File: config.mk
export PLATFORM = sky130hd
export DESIGN_NAME = ql_beep
export DESIGN_NICKNAME = d
export VERILOG_FILES = /design/src/rtl/ql_beep_pkg.sv /design/src/rtl/ql_lfsr16.sv /design/src/rtl/ql_beep.sv
export SDC_FILE = /design/constraint.sdc
export NUM_CORES = 1
export LEC_CHECK = 0
export BUFFER_PORTS_ARGS = -buffer_cell sky130_fd_sc_hd__buf_2
export CAP_MARGIN = 10
export CORE_ASPECT_RATIO = 1.5
export CORE_MARGIN = 2
export CORE_UTILIZATION = 35
export DETAILED_ROUTE_END_ITERATION = 8
export SYNTH_ARGS = -nofsm -noshare
export SYNTH_HDL_FRONTEND = slang
export SYNTH_SLANG_ARGS = --single-unit
File: constraint.sdc
create_clock -name clk_sys -period 12.3 [get_ports clk_sys]
set_input_delay 1.845 -clock clk_sys [delete_from_list [all_inputs] [get_ports clk_sys]]
set_output_delay 1.845 -clock clk_sys [all_outputs]
set_load 0.02 [all_outputs]
File: src/rtl/ql_beep_pkg.sv
// ql_beep_pkg: shared types and constants for the BEEP sound generator
package ql_beep_pkg;
  typedef enum logic {IDLE, PLAY} state_e;
  localparam logic [15:0] LFSR_TAPS = 16'hB400;
  localparam int DUR_DIV_DEF = 9;
  localparam int PW = 8;
  localparam int GW = 16;
endpackage

File: src/rtl/ql_lfsr16.sv
// ql_lfsr16: 16-bit Fibonacci LFSR, taps 16,14,13,11, reloadable to a seed
module ql_lfsr16 import ql_beep_pkg::*; #(
  parameter logic [15:0] SEED = 16'hACE1
) (
  input  logic        clk,
  input  logic        reset,
  input  logic        en,
  input  logic        load,
  output logic [15:0] q
);
  always_ff @(posedge clk) begin
    if (reset || load) q <= SEED;
    else if (en) q <= {q[14:0], ^(q & LFSR_TAPS)};
  end
endmodule

File: src/rtl/ql_beep.sv
// ql_beep: IPC BEEP tone generator with sweep, wrap/bounce, fuzz and random modulation
module ql_beep import ql_beep_pkg::*; #(
  parameter int          DUR_DIV   = DUR_DIV_DEF,
  parameter logic [15:0] LFSR_SEED = 16'hACE1
) (
  input  logic          clk_sys,
  input  logic          reset,
  input  logic          ce,
  input  logic          start,
  input  logic          stop,
  input  logic [15:0]   duration,
  input  logic [PW-1:0] pitch1,
  input  logic [PW-1:0] pitch2,
  input  logic [GW-1:0] grad_x,
  input  logic [3:0]    grad_y,
  input  logic [3:0]    wrap,
  input  logic [3:0]    fuzz,
  input  logic [3:0]    random,
  output logic          busy,
  output logic          audio
);
  localparam logic [15:0] DIV_LAST = 16'(DUR_DIV - 1);
  state_e        state_q;
  logic          audio_q, dur_inf_q;
  logic [PW-1:0] pitch1_q, pitch2_q, cur_pitch_q, cur_pitch_d;
  logic [GW-1:0] grad_x_q, step_cnt_q;
  logic [3:0]    grad_y_q, grad_y_d, wrap_q, wraps_left_q, wraps_left_d, fuzz_q, random_q;
  logic [PW:0]   half_cnt_q, half_cnt_d;
  logic [15:0]   dur_cnt_q, div_cnt_q, lfsr;
  logic [9:0]    next_p, lo, hi;
  logic          tick, toggle, sweep, div_wrap, dur_done, in_range;
  assign tick     = ce && state_q == PLAY && !start && !stop;
  assign toggle   = half_cnt_q == '0;
  assign sweep    = toggle && grad_x_q != '0 && step_cnt_q == 16'd1;
  assign div_wrap = div_cnt_q == '0;
  assign dur_done = div_wrap && !dur_inf_q && dur_cnt_q == 16'd1;
  assign half_cnt_d = toggle ? {1'b0, cur_pitch_q} + {5'b0, lfsr[3:0] & fuzz_q} : half_cnt_q - 1'b1;
  // 10-bit signed candidate: a negative result shows up as bit 9 set
  assign next_p   = {2'b0, cur_pitch_q} + {{6{grad_y_q[3]}}, grad_y_q} + {6'b0, lfsr[7:4] & random_q};
  assign lo       = {2'b0, (pitch1_q < pitch2_q) ? pitch1_q : pitch2_q};
  assign hi       = {2'b0, (pitch1_q < pitch2_q) ? pitch2_q : pitch1_q};
  assign in_range = !next_p[9] && next_p >= lo && next_p <= hi;
  assign cur_pitch_d  = in_range ? next_p[PW-1:0] : (wraps_left_q != '0) ? pitch1_q : cur_pitch_q;
  assign wraps_left_d = in_range ? wraps_left_q : (wraps_left_q != '0) ? wraps_left_q - 1'b1 : wrap_q;
  assign grad_y_d     = (in_range || wraps_left_q != '0) ? grad_y_q : (grad_y_q == 4'h8) ? 4'h7 : -grad_y_q;
  ql_lfsr16 #(.SEED(LFSR_SEED)) u_lfsr (
    .clk   (clk_sys),
    .reset (reset),
    .en    (tick),
    .load  (lfsr == '0),
    .q     (lfsr)
  );
  always_ff @(posedge clk_sys) begin
    if (reset) begin
      state_q      <= IDLE;
      audio_q      <= 1'b0;
      dur_inf_q    <= 1'b0;
      pitch1_q     <= '0;
      pitch2_q     <= '0;
      cur_pitch_q  <= '0;
      grad_x_q     <= '0;
      step_cnt_q   <= '0;
      grad_y_q     <= '0;
      wrap_q       <= '0;
      wraps_left_q <= '0;
      fuzz_q       <= '0;
      random_q     <= '0;
      half_cnt_q   <= '0;
      dur_cnt_q    <= '0;
      div_cnt_q    <= '0;
    end else if (start) begin
      state_q      <= PLAY;
      audio_q      <= 1'b0;
      dur_inf_q    <= duration == '0;
      pitch1_q     <= pitch1;
      pitch2_q     <= pitch2;
      cur_pitch_q  <= pitch1;
      grad_x_q     <= grad_x;
      step_cnt_q   <= grad_x;
      grad_y_q     <= grad_y;
      wrap_q       <= wrap;
      wraps_left_q <= wrap;
      fuzz_q       <= fuzz;
      random_q     <= random;
      half_cnt_q   <= {1'b0, pitch1};
      dur_cnt_q    <= duration;
      div_cnt_q    <= DIV_LAST;
    end else if (stop || state_q == IDLE) begin
      state_q <= IDLE;
      audio_q <= 1'b0;
    end else if (ce) begin
      half_cnt_q <= half_cnt_d;
      audio_q    <= dur_done ? 1'b0 : audio_q ^ toggle;
      div_cnt_q  <= div_wrap ? DIV_LAST : div_cnt_q - 1'b1;
      if (toggle && grad_x_q != '0) step_cnt_q <= sweep ? grad_x_q : step_cnt_q - 1'b1;
      if (sweep) begin
        cur_pitch_q  <= cur_pitch_d;
        wraps_left_q <= wraps_left_d;
        grad_y_q     <= grad_y_d;
      end
      if (div_wrap && !dur_inf_q) dur_cnt_q <= dur_cnt_q - 1'b1;
      if (dur_done) state_q <= IDLE;
    end
  end
  assign busy  = state_q == PLAY;
  assign audio = audio_q;
endmodule

==> impl_metrics.env <==
export IMPL_status="complete, no violations"
export IMPL_fill_cells=2250
export IMPL_rsz0062_at_grt="false"
export IMPL_viasPerCell=5.48
export IMPL_finalSetupTns_ns=0
export IMPL_cts_resized=0
export IMPL_final_antenna_net_count=0
export IMPL_rows=67
export IMPL_skew_ns=0.0140
export IMPL_cts_tree="yes"
export IMPL_synth_area_leaders="dfxtp_1, ha_1, mux2i_1, nor2_1, a21oi_1"
export IMPL_utilization_pct=40.8
export IMPL_grtUsageTotal_pct=18.5
export IMPL_clock_latency_ns=0.43
export IMPL_io_pins=71
export IMPL_finalInstanceArea_mm2=0.00913
export IMPL_first_global_vias=7043
export IMPL_path_max_fanout=12
export IMPL_ys_types=71
export IMPL_synthTopCellsByCount="dfxtp_1, nor2_1, nand2_1, a21oi_1, mux2i_1"
export IMPL_start_util_pct=35.7
export IMPL_clkTransAtPathRegs_ns=0.07
export IMPL_finalSetupViolations=0
export IMPL_yosys_area_top_type_share_pct=34.1
export IMPL_drv_slew=0
export IMPL_synth_edf_count=0
export IMPL_dpl_hpwl_um=16000
export IMPL_relSlewSlack_pct=28.4
export IMPL_drive_above_1_share_pct=12.1
export IMPL_clk_path_buf_depth=2
export IMPL_nets=1140
export IMPL_clkSinkCount=136
export IMPL_hp_class="flip-flop to flip-flop"
export IMPL_syn_inst=969
export IMPL_grt_ovfl_total=0
export IMPL_worst_ep_arrival_time_ns=4.82
export IMPL_hold_slack_ns=0.454
export IMPL_rr_startpoint="cur_pitch_q[1]$_SDFFE_PP0P_"
export IMPL_io_buffers=70
export IMPL_peakVddDrop_mv=0.0917
export IMPL_path_class="flip-flop to flip-flop"
export IMPL_grt_max_degree=64
export IMPL_vias=7157
export IMPL_cts_hold_buf=0
export IMPL_critPathLaunchType="flip-flop"
export IMPL_max_cap_violations=0
export IMPL_die_x_um=127
export IMPL_async_flop_share_pct=0
export IMPL_routabilityCongestion=0.892
export IMPL_numCtsBuffers=17
export IMPL_required_ns=12.65
export IMPL_drtIter0Drc=372
export IMPL_cts_setup_buffers=0
export IMPL_die_h_um=189
export IMPL_hold_violations=0
export IMPL_drt_wirelength_per_cell_um=16.9
export IMPL_min_delay_start="u_lfsr.q[12]$_SDFFE_PP0P_"
export IMPL_syn_cell_area_mm2=0.00799
export IMPL_drt_total_wl_um=22100
export IMPL_ys_flop_type="dfxtp_1"
export IMPL_p_leak_nw=3.75
export IMPL_yosysMostFrequentCell="dfxtp_1"
export IMPL_core_area_mm2=0.0224
export IMPL_finalCritPeriodShare_pct=36.3
export IMPL_drc=0
export IMPL_ys_seq_area_share_pct=34.1
export IMPL_grt_first_pass_wirelength_um=35700
export IMPL_firstDrtPassIters=6
export IMPL_p_per_area_mw_per_mm2=139
export IMPL_syn2layout_area_growth_pct=14.2
export IMPL_syn_num_nets=1092
export IMPL_dieArea_mm2=0.0241
export IMPL_htree_levels=4
export IMPL_ys_warn_count=0
export IMPL_synth_top_area_cell="dfxtp_1"
export IMPL_crit_start="cur_pitch_q[1]$_SDFFE_PP0P_"
export IMPL_postPlaceCellArea_mm2=0.00853
export IMPL_cts_root_buf="clkbuf_16"
export IMPL_synth_area_per_cell_um2=8.25
export IMPL_diodes=0
export IMPL_antenna_found_initial=0
export IMPL_min_period_ns=4.47
export IMPL_crit_path_end_kind="flip-flop"
export IMPL_worstMarginPinSlew_ns=1.07
export IMPL_fmax_ghz=0.224
export IMPL_yosys_register_bits=136
==> flip-flops by register name, indices dropped and copies added, names as in the netlist <==
register and count:
div_cnt_q 16, dur_inf_q 1, fuzz_q 4, step_cnt_q 16, random_q 4, wraps_left_q 4, grad_y_q 4, pitch1_q 8
wrap_q 4, u_lfsr.q 16, dur_cnt_q 16, grad_x_q 16, cur_pitch_q 8, pitch2_q 8, half_cnt_q 9, busy 1
audio 1
==> metal layers <==
layer	up-vias	wire, µm	track usage (%)
li1	3599	-	-
met1	3360	9380	21.4
met2	162	11400	33.7
met3	36	855	3.59
met4	0	513	6.47
met5	-	0	0
==> cells in the final DEF (no fill, tap or decap), types with 8 or more instances in the layout <==
cell type	netlist	final
a211oi_1	13	13
nand4_1	12	12
buf_2	2	68
nor3_1	31	31
xor2_1	21	21
nor4_1	18	18
or3_1	8	8
inv_1	38	38
xnor2_1	31	31
o211ai_1	11	11
dfxtp_1	136	136
nor2_1	116	116
nand2_1	102	102
mux2i_1	54	54
clkbuf_16	0	17
nand3_1	29	29
o22ai_1	10	10
a21oi_1	79	79
ha_1	48	48
o21ai_0	24	24
and2_1	16	16
a22oi_1	10	10
==> final timing paths <==
| kind | endpoint | slack [ns] | depth (start not counted) |
|---|---|---|---|
| worst min-delay path | u_lfsr.q[12]$_SDFFE_PP0P_ | 0.45 | 2 |
| worst max-delay path | cur_pitch_q[0]$_SDFFE_PP0P_ | 7.83 | 17 |
| worst max register to register | cur_pitch_q[0]$_SDFFE_PP0P_ | 7.83 | 17 |
| worst min register to register | u_lfsr.q[12]$_SDFFE_PP0P_ | 0.45 | 2 |
==> cell type report <==
type                       instances  area, µm²  area share, %
clock buffer                      18        439           4.81
clock inverter                    14        160           1.75
timing repair buffer              75        393           4.30
inverter                          40        150           1.64
sequential                       136       2720           29.8
tap                              276        345           3.78
multi-input combinational        747       4920           53.9
==> through the flow <==
step / total power, W / worst slack [ns] / std cells
finish: 0.00127 / 7.83 / 1306
global route: 0.00133 / 7.55 / 1306
CTS: 0.00127 / 7.83 / 1306
detailed placement: 0.000745 / 7.68 / 1274
global placement: 0.000744 / 7.84 / 1274
floorplan: 0.000676 / 8.24 / 969
==> cells by family (layout without fill, tap and decap cells) <==
family / count (synthesis) / in the layout / synth area share, %
buffers and inverters: 86 / 147 / 4.37
DFF: 136 / 136 / 34.1
AOI/OAI and AO/OA: 211 / 211 / 17.2
and+or+nand+nor: 373 / 373 / 22.5
muxes: 57 / 57 / 7.19
adders and majority gates: 54 / 54 / 9.02
xor gates and xnor gates: 52 / 52 / 5.70
==> critical path, cell delays in order (launching register included) <==
cell and delay (ns):
dfxtp_1 0.36, inv_1 0.10, fa_1 0.54, inv_1 0.04
ha_1 0.25, fa_1 0.43, nand3_1 0.10, and2_1 0.16
o21ai_0 0.11, xor2_1 0.31, ha_1 0.31, and4_1 0.19
o2bb2ai_1 0.11, a41o_1 0.21, o2111a_1 0.20, nand2_1 0.46
mux2_2 0.40, o22ai_1 0.11
==> power by group <==
part	internal, W	switching, W
Clock	0.000309	0.000220
Combinational	0.000104	0.000144
Sequential	0.000463	0.0000266
(Power assumes the default switching activity.)
